<file path="src/rtl/gmii_rx_align_if.sv">
// GMII receive pins and the byte-aligned frame stream handed to the ID filter.
interface gmii_rx_align_if;
    logic       gmii_rx_dv;
    logic       gmii_rx_er;
    logic [7:0] gmii_rxd;
    logic       rx_en;
    logic [7:0] rxdata;
    logic       frame_ok;
    logic       frame_err;

    // master: PHY side driving the pins and consuming the aligned stream
    modport master (
        output gmii_rx_dv, gmii_rx_er, gmii_rxd,
        input  rx_en, rxdata, frame_ok, frame_err
    );
    modport slave (
        input  gmii_rx_dv, gmii_rx_er, gmii_rxd,
        output rx_en, rxdata, frame_ok, frame_err
    );
endinterface

</file>
<file path="src/rtl/gmii_rx_align.sv">
// GMII receive front end: strips preamble/SFD (and optionally FCS), drops malformed
// frames and emits a contiguous byte stream whose byte 0 is the first DA byte.
module gmii_rx_align #(
    parameter int unsigned MIN_PRE   = 1,
    parameter int unsigned MAX_LEN   = 1518,
    parameter int unsigned MIN_LEN   = 64,
    parameter bit          STRIP_FCS = 1'b1
) (
    input  logic            clk,
    input  logic            rst,
    gmii_rx_align_if.slave  bus
);
    localparam logic [1:0]  ST_IDLE   = 2'd0;
    localparam logic [1:0]  ST_PRE    = 2'd1;
    localparam logic [1:0]  ST_DATA   = 2'd2;
    localparam logic [1:0]  ST_DROP   = 2'd3;
    localparam logic [7:0]  PRE_BYTE  = 8'h55;
    localparam logic [7:0]  SFD_BYTE  = 8'hD5;
    localparam logic [10:0] MAX_LEN_C = 11'(MAX_LEN);
    localparam logic [10:0] MIN_LEN_C = 11'(MIN_LEN);
    localparam logic [3:0]  MIN_PRE_C = 4'(MIN_PRE);

    logic            dv_q, er_q, in_vld_q;
    logic [7:0]      d_q;
    logic            armed_q, armed_d;
    logic [1:0]      state_q, state_d;
    logic [10:0]     cnt_q, cnt_d;
    logic [3:0]      pcnt_q, pcnt_d;
    logic [3:0][7:0] line_q, line_d;
    logic [2:0]      fill_q, fill_d;
    logic            rx_en_q, rx_en_d;
    logic [7:0]      rxdata_q, rxdata_d;
    logic            frame_ok_q, frame_ok_d;
    logic            frame_err_q, frame_err_d;
    logic            byte_s;

    // Input stage: the FSM only ever looks at these registered copies of the pins
    always_ff @(posedge clk or posedge rst) begin
        if (rst) begin
            dv_q     <= 1'b0;
            er_q     <= 1'b0;
            d_q      <= 8'h00;
            in_vld_q <= 1'b0;
        end else begin
            dv_q     <= bus.gmii_rx_dv;
            er_q     <= bus.gmii_rx_er;
            d_q      <= bus.gmii_rxd;
            in_vld_q <= 1'b1;
        end
    end

    // Frame FSM, byte counters, FCS delay line and registered outputs
    always_comb begin
        state_d     = state_q;
        cnt_d       = cnt_q;
        pcnt_d      = pcnt_q;
        line_d      = line_q;
        fill_d      = fill_q;
        rx_en_d     = 1'b0;
        rxdata_d    = 8'h00;
        frame_ok_d  = 1'b0;
        frame_err_d = 1'b0;
        byte_s      = 1'b0;
        // armed only after a real dv=0 sample, so a frame cut by reset is never picked up mid-way
        armed_d     = armed_q | (in_vld_q & ~dv_q);

        case (state_q)
            ST_IDLE: begin
                if (dv_q) begin
                    if (armed_q && (d_q == PRE_BYTE)) begin
                        state_d = ST_PRE;
                        pcnt_d  = 4'd1;
                    end else begin
                        state_d = ST_DROP;
                    end
                end else begin
                    state_d = ST_IDLE;
                end
            end
            ST_PRE: begin
                if (!dv_q) begin
                    state_d = ST_IDLE;
                end else if (d_q == PRE_BYTE) begin
                    if (pcnt_q != 4'hF) begin
                        pcnt_d = pcnt_q + 4'd1;
                    end else begin
                        pcnt_d = pcnt_q;
                    end
                end else if ((d_q == SFD_BYTE) && (pcnt_q >= MIN_PRE_C)) begin
                    state_d = ST_DATA;
                    cnt_d   = 11'd0;
                    fill_d  = 3'd0;
                end else begin
                    state_d = ST_DROP;
                end
            end
            ST_DATA: begin
                if (er_q || (dv_q && (cnt_q == MAX_LEN_C))) begin
                    state_d     = ST_DROP;
                    frame_err_d = 1'b1;
                    fill_d      = 3'd0;
                end else if (dv_q) begin
                    byte_s = 1'b1;
                    cnt_d  = cnt_q + 11'd1;
                end else begin
                    state_d     = ST_IDLE;
                    frame_ok_d  = (cnt_q >= MIN_LEN_C);
                    frame_err_d = (cnt_q <  MIN_LEN_C);
                    fill_d      = 3'd0;
                end
            end
            ST_DROP: begin
                if (!dv_q) begin
                    state_d = ST_IDLE;
                end else begin
                    state_d = ST_DROP;
                end
            end
            default: begin
                state_d = ST_IDLE;
            end
        endcase

        if (byte_s) begin
            if (STRIP_FCS) begin
                // line_q[3] holds the oldest byte; it leaves only once four newer bytes exist
                line_d = {line_q[2:0], d_q};
                if (fill_q == 3'd4) begin
                    rx_en_d  = 1'b1;
                    rxdata_d = line_q[3];
                end else begin
                    fill_d = fill_q + 3'd1;
                end
            end else begin
                rx_en_d  = 1'b1;
                rxdata_d = d_q;
            end
        end else begin
            rx_en_d = 1'b0;
        end
    end

    // State and output registers
    always_ff @(posedge clk or posedge rst) begin
        if (rst) begin
            armed_q     <= 1'b0;
            state_q     <= ST_IDLE;
            cnt_q       <= 11'd0;
            pcnt_q      <= 4'd0;
            line_q      <= 32'h0000_0000;
            fill_q      <= 3'd0;
            rx_en_q     <= 1'b0;
            rxdata_q    <= 8'h00;
            frame_ok_q  <= 1'b0;
            frame_err_q <= 1'b0;
        end else begin
            armed_q     <= armed_d;
            state_q     <= state_d;
            cnt_q       <= cnt_d;
            pcnt_q      <= pcnt_d;
            line_q      <= line_d;
            fill_q      <= fill_d;
            rx_en_q     <= rx_en_d;
            rxdata_q    <= rxdata_d;
            frame_ok_q  <= frame_ok_d;
            frame_err_q <= frame_err_d;
        end
    end

    assign bus.rx_en     = rx_en_q;
    assign bus.rxdata    = rxdata_q;
    assign bus.frame_ok  = frame_ok_q;
    assign bus.frame_err = frame_err_q;
endmodule

</file>
<file path="src/flat_wrapper.sv">
// flat-port wrapper written by rule: the top's interface ports become plain ports
module gmii_rx_align_flat 
#(
    parameter int unsigned MIN_PRE   = 1,
    parameter int unsigned MAX_LEN   = 1518,
    parameter int unsigned MIN_LEN   = 64,
    parameter bit          STRIP_FCS = 1'b1
)
  (clk, rst, bus_gmii_rx_dv, bus_gmii_rx_er, bus_gmii_rxd, bus_rx_en, bus_rxdata, bus_frame_ok, bus_frame_err);
  gmii_rx_align_if bus_i ();
  input  logic clk;
  input  logic rst;
  input wire logic [$bits(bus_i.gmii_rx_dv)-1:0] bus_gmii_rx_dv;
  input wire logic [$bits(bus_i.gmii_rx_er)-1:0] bus_gmii_rx_er;
  input wire logic [$bits(bus_i.gmii_rxd)-1:0] bus_gmii_rxd;
  output wire logic [$bits(bus_i.rx_en)-1:0] bus_rx_en;
  output wire logic [$bits(bus_i.rxdata)-1:0] bus_rxdata;
  output wire logic [$bits(bus_i.frame_ok)-1:0] bus_frame_ok;
  output wire logic [$bits(bus_i.frame_err)-1:0] bus_frame_err;
  assign bus_i.gmii_rx_dv = bus_gmii_rx_dv;
  assign bus_i.gmii_rx_er = bus_gmii_rx_er;
  assign bus_i.gmii_rxd = bus_gmii_rxd;
  assign bus_rx_en = bus_i.rx_en;
  assign bus_rxdata = bus_i.rxdata;
  assign bus_frame_ok = bus_i.frame_ok;
  assign bus_frame_err = bus_i.frame_err;
  gmii_rx_align #(.MIN_PRE(MIN_PRE), .MAX_LEN(MAX_LEN), .MIN_LEN(MIN_LEN), .STRIP_FCS(STRIP_FCS)) u_core (.clk(clk), .rst(rst), .bus(bus_i));
endmodule
</file>
<file path="config.mk">
export PLATFORM = sky130hd
export DESIGN_NAME = gmii_rx_align_flat
export DESIGN_NICKNAME = d
export VERILOG_FILES = /design/src/rtl/gmii_rx_align_if.sv /design/src/rtl/gmii_rx_align.sv /design/src/flat_wrapper.sv
export SDC_FILE = /design/constraint.sdc
export NUM_CORES = 1
export LEC_CHECK = 0
export ABC_AREA = 1
export BUFFER_PORTS_ARGS = -buffer_cell sky130_fd_sc_hd__buf_2
export CORE_MARGIN = 4
export CORE_UTILIZATION = 60
export CTS_CLUSTER_SIZE = 12
export DETAILED_ROUTE_END_ITERATION = 7
export GPL_ROUTABILITY_DRIVEN = 1
export PLACE_DENSITY = 0.79
export SETUP_SLACK_MARGIN = 0.2
export SLEW_MARGIN = 20
export SYNTH_ARGS = -nofsm -noshare
export SYNTH_HDL_FRONTEND = slang
export SYNTH_SLANG_ARGS = --single-unit
</file>
<file path="constraint.sdc">
create_clock -name clk -period 3.75 [get_ports clk]
set_input_delay 0.375 -clock clk [delete_from_list [all_inputs] [get_ports clk]]
set_output_delay 0.375 -clock clk [all_outputs]
set_load 0.01 [all_outputs]
</file>
==> results_dict.tcl <==
set metrics [dict create \
    maxCapViolCount 0 \
    seq_area_frac_synth_pct 53.88 \
    p_leak_nw 2.076 \
    max_freq_mhz 437.2 \
    top_usage_layer "met2" \
    use_met1_pct 23.60 \
    port_buffers 22 \
    clk_pin_slew_ps 80 \
    synth_seq_cells 75 \
    antennaDiodeCount 0 \
    required_ps 4030 \
    powerDensity_mw_per_mm2 587.1 \
    cts_made_buffers 9 \
    synth_top_family_by_area "simple AND/OR/NAND/NOR gates" \
    synth_top_cells_by_count "nand2_1, dfrtp_1, inv_1, nor2_1, nand3_1" \
    drc 0 \
    wl_per_cell_um 11.11 \
    finalWirelength_um 5789 \
    postRouteAntennaNets 0 \
    cts_max_path_buffers 2 \
    ys_types 29 \
    synthArstFlopShare_pct 100.0 \
    synth-simple-area-share_pct 29.20 \
    syn-mean-instance-area_um2 8.313 \
    synth_top_cell_by_area "dfrtp_1" \
    critical_path.top_delay_family "buffers and inverters" \
    setup-violations-final 0 \
    htree_levels 3 \
    synthMuxAreaShare_pct 0 \
    grt.total_usage_pct 18.06 \
    core-area_mm2 0.005574 \
    period_share_pct 61.00 \
    startpoint_type "flop" \
    synth_compound_area_share_pct 3.233 \
    antenna_found_initial 0 \
    cp_common_cell "inv_1" \
    yosysTopAreaCellShare_pct 53.88 \
    final_nets 469 \
    clock_latency_ps 350 \
    cts_setup_buffers 0 \
    cts_sinks 75 \
    design.die.area_mm2 0.007089 \
    use_met3_pct 5.397 \
    postCtsHoldBufs 0 \
    slowest_stage "inv_2" \
    ys.flop_type "dfrtp_1" \
    area_delta_synth_final_pct 8.549 \
    finalClockSkew_ps 15.67 \
    cts-root-buf "clkbuf_8" \
    status "finished clean" \
    criticalPathCategory "flop to flop" \
    cp-end-kind "flop" \
    grtUsageMet2_pct 28.19 \
    gp_congestion 0.8327 \
    mappedNetlistArea_mm2 0.003483 \
    hold_class "primary input to asynchronous set/reset pin" \
    arrival_ps 2570 \
    max_stage_delay_ps 480 \
    initial_core_util_pct 62.49 \
    synth_fa_ha_area_share_pct 4.670 \
    dp_slack_ps 1507 \
    timing.final.ws_setup_ps 1463 \
    drt-vias-per-instance 4.893 \
    synth_area_leaders "dfrtp_1, nand2_1, inv_1" \
    die_w_um 84.20 \
    vias 2549 \
    finalCriticalPeriod_ps 2287 \
    critPathBufInv 5 \
    synthXorXnorAreaFrac_pct 1.509 \
    rows 27 \
    ios 23 \
    grt_max_degree 43 \
    grt_setup_unrepaired "no" \
    grt_pass1_vias 2373 \
    drive_above_1_share_pct 11.58 \
    synth.net_count 444 \
    grt_overflow 0 \
    yosysMostFrequentCell "nand2_1" \
    hold_viol_final 0 \
    path_cells "inv_1, ha_1, nand2_1, inv_1, nand3_2, buf_4, inv_2, nand2_2, nand3_1, nand2_1, inv_1" \
    relSlewSlack_pct 55.31 \
    slew_violations 0 \
    dieHeight_um 84.20 \
    tightestPinTransition_ps 669.4 \
    cts_tree "yes" \
    place_hpwl_um 4081 \
    crit_fanout 41 \
    whs_ps 122.2 \
    synth-warning-count 0 \
    synth_edf_count 0 \
    drt-pass1-iter-count 5 \
    tns_ps 0 \
    vdd_ir_drop_max_mv 0.3688 \
    grt_pass1_wl_um 10260 \
    netlist_instances 419 \
    ctsResizeCount 0 \
    drt_iter0_drc 231 \
]
## routing by layer
metal	vias up	share of wire (%)	routed length, um
met5	-	0	0
met4	0	1.5	89
met3	8	4.0	232
met2	37	47	2734
met1	1182	47	2733
li1	1322	-	-
## cell families after synthesis
kind of cell / count (synthesis)
simple gates: 248
flops: 75
buf+inv: 56
compound gates: 20
fa+ha+maj: 13
xor+xnor: 6
other cells: 1
## cells in the final DEF (no fill, tap or decap), types with 2 or more instances in the layout
master    count
buf_4         2
buf_2        22
a21oi_1       3
o21ai_0      13
ha_1         13
nor4_1        2
dfrtp_1      75
inv_1        44
clkbuf_8      9
nor2_1       42
nor3_1        2
inv_2         2
clkinv_2      3
nand2_2       2
nor2_2        4
nand3_1      15
xor2_1        4
nand2_1     172
nand4_1       4
xnor2_1       2
nand3_2       2
## worst register-to-register path: stages (launching register included)
cell,delay (ps)
dfrtp_1,420
inv_1,120
ha_1,210
nand2_1,60
inv_1,100
nand3_2,80
buf_4,230
inv_2,480
nand2_2,260
nand3_1,170
nand2_1,60
inv_1,50
## state kept, by name, summed over array words and instances, names as in the netlist
register	flops
u_core.bus.frame_ok	1
u_core.bus.rxdata	8
u_core.armed_q	1
u_core.er_q	1
u_core.fill_q	3
u_core.bus.rx_en	1
u_core.in_vld_q	1
u_core.cnt_q	11
u_core.line_q	32
u_core.bus.frame_err	1
u_core.dv_q	1
u_core.pcnt_q	4
u_core.d_q	8
u_core.state_q	2
## final cells by class
cell class	instances	area [um2]
well taps	72	90.09
clock buffers	10	127.6
fillers	490	1793
inverters	46	172.7
flip-flops and latches	75	1877
multi-input cells	288	1349
repair buffers	24	125.1
clock inverters	6	40.04
## path summary, 6_finish.rpt
kind                                               start                          end  slack [ps]  depth (start not counted)
min                                                  rst  u_core.cnt_q[8]$_DFFE_PP0P_         120                          2
min reg2reg                    u_core.in_vld_q$_DFF_PP0_     u_core.armed_q$_DFF_PP0_         450                          1
max in group asynchronous                            rst  u_core.cnt_q[0]$_DFFE_PP0P_        2650                          3
max reg2reg                u_core.state_q[0]$_DFFE_PP0P_   u_core.fill_q[2]$_DFF_PP0_        1460                         11
max                        u_core.state_q[0]$_DFFE_PP0P_   u_core.fill_q[2]$_DFF_PP0_        1460                         11
min in group clk                         bus_gmii_rxd[3]      u_core.d_q[3]$_DFF_PP0_         130                          1
## power by group
part	internal, W	leakage (nW)	switching [W]
clock network	0.000240	0.0864	0.000293
registers	0.000983	0.981	0.000106
logic	0.000197	1.01	0.000401
## per-stage QoR
stage	cell area (um2)	util, %	std cells	total power [W]
after floorplan	3483	-	419	0.001576
after global placement	3613	64.83	505	0.001669
after detailed placement	3613	64.83	505	0.001701
after CTS	3781	67.83	521	0.002238
after global routing	3781	67.83	521	0.002399
final	3781	67.83	521	0.002220
Note: power is estimated with default switching activity, not from simulation.
